--- src/rtl/jpeg_bitstream_reader.sv ---
// JPEG entropy-coded segment reader.
// Strips 0xFF00 byte stuffing and discards 0xFF fill bytes. A marker halts
// input until it is acknowledged. An MSB-first bit buffer feeds a 16-bit
// look-ahead window to the Huffman decoder.
module jpeg_bitstream_reader #(
  parameter int BUF_BITS  = 32,
  parameter int PEEK_BITS = 16
) (
  input  logic                 clock,
  input  logic                 reset,
  input  logic [7:0]           in_byte,
  input  logic                 in_valid,
  output logic                 in_ready,
  input  logic                 consume,
  input  logic [4:0]           consume_len,
  input  logic                 align,
  input  logic                 flush,
  output logic [PEEK_BITS-1:0] peek_bits,
  output logic [5:0]           bits_avail,
  output logic                 marker_valid,
  output logic [7:0]           marker_code,
  input  logic                 marker_ack,
  output logic                 underflow
);

  typedef enum logic [1:0] {S_DATA, S_FF, S_MARK} state_t;

  // A byte may only land when a whole byte of room is guaranteed before consume.
  localparam logic [5:0] FILL_MAX = 6'(BUF_BITS - 8);

  state_t              state_q, state_d;
  logic [BUF_BITS-1:0] buf_q;       // oldest bit at MSB, unused low bits kept zero
  logic [5:0]          avail_q;
  logic                mv_q;
  logic [7:0]          mc_q;
  logic                uf_q;

  logic                accept;
  logic                app;
  logic [7:0]          app_byte;
  logic                mk_set;
  logic                mk_clr;

  logic                bad_len;
  logic [BUF_BITS-1:0] buf_c, buf_a, buf_n;
  logic [5:0]          av_c, av_a, av_n;
  logic [2:0]          pad;

  // Input handshake: a consume in the same cycle is deliberately not credited.
  always_comb begin
    in_ready = !reset && !flush && (state_q != S_MARK) && (avail_q <= FILL_MAX);
  end

  assign accept = in_valid && in_ready;

  // Unstuffing FSM: next state plus append/marker decisions.
  always_comb begin
    state_d  = state_q;
    app      = 1'b0;
    app_byte = in_byte;
    mk_set   = 1'b0;
    mk_clr   = 1'b0;
    if (flush) begin
      state_d = S_DATA;
    end else begin
      case (state_q)
        S_DATA: begin
          if (accept) begin
            if (in_byte == 8'hFF) state_d = S_FF;
            else                  app     = 1'b1;
          end
        end
        S_FF: begin
          if (accept) begin
            if (in_byte == 8'h00) begin
              // Stuffed zero: the preceding 0xFF was real data.
              app      = 1'b1;
              app_byte = 8'hFF;
              state_d  = S_DATA;
            end else if (in_byte != 8'hFF) begin
              mk_set  = 1'b1;
              state_d = S_MARK;
            end
          end
        end
        S_MARK: begin
          if (marker_ack) begin
            mk_clr  = 1'b1;
            state_d = S_DATA;
          end
        end
        default: state_d = S_DATA;
      endcase
    end
  end

  // FSM state register.
  always_ff @(posedge clock) begin
    if (reset) state_q <= S_DATA;
    else       state_q <= state_d;
  end

  // Bit buffer next value: consume, then align, then append.
  always_comb begin
    bad_len = consume && (consume_len != 5'd0) &&
              ((consume_len > 5'd16) || ({1'b0, consume_len} > avail_q));
    buf_c = buf_q;
    av_c  = avail_q;
    if (bad_len) begin
      buf_c = '0;
      av_c  = '0;
    end else if (consume) begin
      buf_c = buf_q << consume_len;
      av_c  = avail_q - 6'(consume_len);
    end
    // Whole bytes sit behind a partial head byte, so the head remainder is the pad.
    pad   = align ? av_c[2:0] : 3'd0;
    buf_a = buf_c << pad;
    av_a  = av_c - 6'(pad);
    buf_n = buf_a;
    av_n  = av_a;
    if (app) begin
      buf_n = buf_a | ({app_byte, {(BUF_BITS-8){1'b0}}} >> av_a);
      av_n  = av_a + 6'd8;
    end
  end

  // Buffer, marker and sticky-error registers; flush wins over every strobe.
  always_ff @(posedge clock) begin
    if (reset) begin
      buf_q   <= '0;
      avail_q <= '0;
      mv_q    <= 1'b0;
      mc_q    <= 8'h00;
      uf_q    <= 1'b0;
    end else if (flush) begin
      buf_q   <= '0;
      avail_q <= '0;
      mv_q    <= 1'b0;
      uf_q    <= 1'b0;
    end else begin
      buf_q   <= buf_n;
      avail_q <= av_n;
      if (mk_set) begin
        mv_q <= 1'b1;
        mc_q <= in_byte;
      end else if (mk_clr) begin
        mv_q <= 1'b0;
      end
      if (bad_len) uf_q <= 1'b1;
    end
  end

  assign peek_bits    = buf_q[BUF_BITS-1 -: PEEK_BITS];
  assign bits_avail   = avail_q;
  assign marker_valid = mv_q;
  assign marker_code  = mc_q;
  assign underflow    = uf_q;

endmodule

--- config.mk ---
export PLATFORM = sky130hd
export DESIGN_NAME = jpeg_bitstream_reader
export DESIGN_NICKNAME = d
export VERILOG_FILES = /design/src/rtl/jpeg_bitstream_reader.sv
export SDC_FILE = /design/constraint.sdc
export NUM_CORES = 1
export LEC_CHECK = 0
export BUFFER_PORTS_ARGS = -buffer_cell sky130_fd_sc_hd__buf_2
export CAP_MARGIN = 20
export CORE_MARGIN = 2
export CORE_UTILIZATION = 35
export DETAILED_ROUTE_END_ITERATION = 10
export SYNTH_ARGS = -nofsm -noshare
export SYNTH_HDL_FRONTEND = slang
export SYNTH_SLANG_ARGS = --single-unit
export TNS_END_PERCENT = 10
--- constraint.sdc ---
create_clock -name clock -period 3.79 [get_ports clock]
set_input_delay 0 -clock clock [delete_from_list [all_inputs] [get_ports clock]]
set_output_delay 0 -clock clock [all_outputs]
set_load 0.02 [all_outputs]
==> reports/qor.txt <==
Flops & latches, synth - 50
Library cells used by synthesis - 85
Remaining Overflow, GRT - 0
Filler cell count - 1981
Clock transition at path regs - 0.07 ns
Total CTS buffers - 5
Area Growth Syn to Fin - 11.4%
CP Max Fanout - 6
Die Y - 143 µm
Top-area cell type share of the netlist area - 0.147
Largest cells by area after synthesis - dfxtp_1 (15%), mux4_2 (13%), mux2i_1 (10%)
Clock Latency Late Sink - 0.30 ns
Drt via density - 6.54
Core area - 18900 µm²
Antenna diode instance count - 0
GR met3 Demand/Resource - 0.0330
Pre-CTS setup slack - 0.0172 ns
Post-synthesis instance total - 842
GR Util met2 - 0.388
CTS H-tree depth - 2
First-pass GRT wire length - 39400 µm
Starting DRC count in detailed routing - 1120
GRT Overall Usage - 0.248
Post-synth top flop - dfxtp_1
DRC violations left - 0
Initial core utilization - 0.360
Outcome - finished clean
Peak Freq - 274 MHz
Vias post-DR - 7418
Final Net Count - 900
Placed Instances - 1121
Most used routing layer - met2
Reg2reg setup slack - 0.14 ns
CTS Sinks - 50
Sequential area share after synthesis - 0.147
WL final - 26100 µm
Layout cells sized above 1 - 0.252
Setup TNS - 0 ns
Root Driver - clkbuf_16
Drt wl/cell - 23.0 µm
Clock Path Buffers - 2
Syn Std Cell Area - 6800 µm²
Crit start category - register
Static Leak - 2.89 nW
Worst min path class - input pin to register
Worst Setup Path Type - register to register
Largest net degree at the start of global routing - 40
Post-Layout Cell Count - 1134
Die ar. - 20600 µm²
Final Cycle Share - 0.964
Max-cap violations - 0
Leading cell types in the layout, fill and taps excluded - nor2_1 (79), nand2_1 (76), mux2i_1 (70)
WHS - 0.00173 ns
Post-DP HPWL - 19700 µm
Mapped Avg Cell Area - 8.08 µm²
Vias in the first global route - 6614
Pwr Density - 258 nW/µm²
Final RePlAce weighted congestion - 0.974
Net Count, Synth - 869
Worst relative slew slack - 0.483
Min cycle time layout - 3.65 ns
Drt first pass iters - 7
Commonest non-fill, non-tap cell in the layout - nor2_1
CTS tree - yes
Maximum VDD drop - 0.000167 V
PnR worst setup slack - 0.137 ns
Pwr Total - 1.95 mW
Initial antenna violation count - 0
Cell Rows - 50
WP data required - 4.02 ns
Ys async rst share - 0
Final setup violation count - 0
Worst Skew - 0.00669 ns
Setup crit end kind - register
IO buf count - 52
Post-synth EDFFs - 0
Antenna viol nets, final - 0
I/O Pins - 53
Synth warn - 0
Die width - 143 µm
Arr. time, crit path - 3.88 ns
Met1 usage - 0.349
Yosys top cell by area - dfxtp_1
Max-slew violation count - 0
Actual slew at the worst max-slew pin - 0.776 ns
Hold Vio Cnt, Final - 0
==> sequential cells by signal, summed over array words and instances (netlist names) <==
register and cells:
underflow 1, marker_code 8, state_q 2, buf_q 32, bits_avail 6, marker_valid 1
==> metal layers <==
metal	part of all wire	vias to the layer above
li1	-	3310
met1	0.41	3595
met2	0.45	441
met3	0.098	72
met4	0.036	0
met5	0	-
==> area by class of cell <==
class	count	area (µm²)	share of cell area
Clock buffer	5	125	0.0165
Clock inverter	3	43.8	0.00578
Inverter	18	67.6	0.00892
Multi-Input combinational cell	686	5300	0.700
Sequential cell	50	1000	0.132
Tap cell	260	325	0.0429
Timing Repair Buffer	112	713	0.0941
==> cell families after synthesis <==
group,count (synthesis),synth area share
buf+inv,106,0.0791
compound gates,247,0.265
fa+ha+maj,7,0.0140
xor+xnor,1,0.00129
mux,141,0.285
simple gates,289,0.207
flops,50,0.147
other cells,1,0.000551
==> timing repair <==
item | 4_1_cts | 5_1_grt
pin swaps | 0 | 2
hold buffers | 0 | 0
gates resized for setup | 1 | 8
cloned | 0 | 0
endpoints found under the setup margin | 1 | 27
setup buffers | 0 | 5
==> final timing paths <==
| check | startpoint | end | cells after the start |
|---|---|---|---|
| max reg2reg | bits_avail[2] | buf_q[9] | 15 |
| min | flush | state_q[0] | 3 |
| min reg2reg | underflow | underflow | 2 |
| max | bits_avail[2] | buf_q[9] | 15 |
==> Yosys cell counts, drive strengths merged (7+ instances only) <==
master / count
a211oi: 12
a21oi: 42
a22oi: 9
a31oi: 16
a32oi: 7
and2: 9
buf: 57
clkbuf: 31
dfxtp: 50
inv: 18
mux2: 32
mux2i: 70
mux4: 39
nand2: 76
nand2b: 15
nand3: 25
nor2: 80
nor2b: 7
nor3: 24
nor4: 7
o211ai: 17
o21a: 8
o21ai: 29
o22ai: 25
or3: 12
==> worst max-delay path, stage by stage (launching register included) <==
cell      delay, ns
dfxtp_1        0.32
ha_1           0.35
nor2b_2        0.19
o31a_1         0.29
o21ai_4        0.21
a21oi_2        0.09
nand2_1        0.09
ha_2           0.24
inv_1          0.09
nand3_1        0.08
o211ai_1       0.11
a32o_2         0.36
buf_4          0.16
or4_1          0.47
or3_1          0.35
a31oi_1        0.16
==> through the flow <==
step,instance area (µm²),util
finish,7580,0.401
floorplan,6810,-
CTS,7510,0.397
global route,7580,0.401
global placement,7330,0.388
detailed placement,7330,0.388
==> power breakdown <==
part	total [mW]	switching [mW]	internal [mW]
clock network	0.533	0.220	0.313
registers	0.588	0.0449	0.544
logic	0.833	0.509	0.324
total	1.95	0.773	1.18
(Power assumes the default switching activity.)
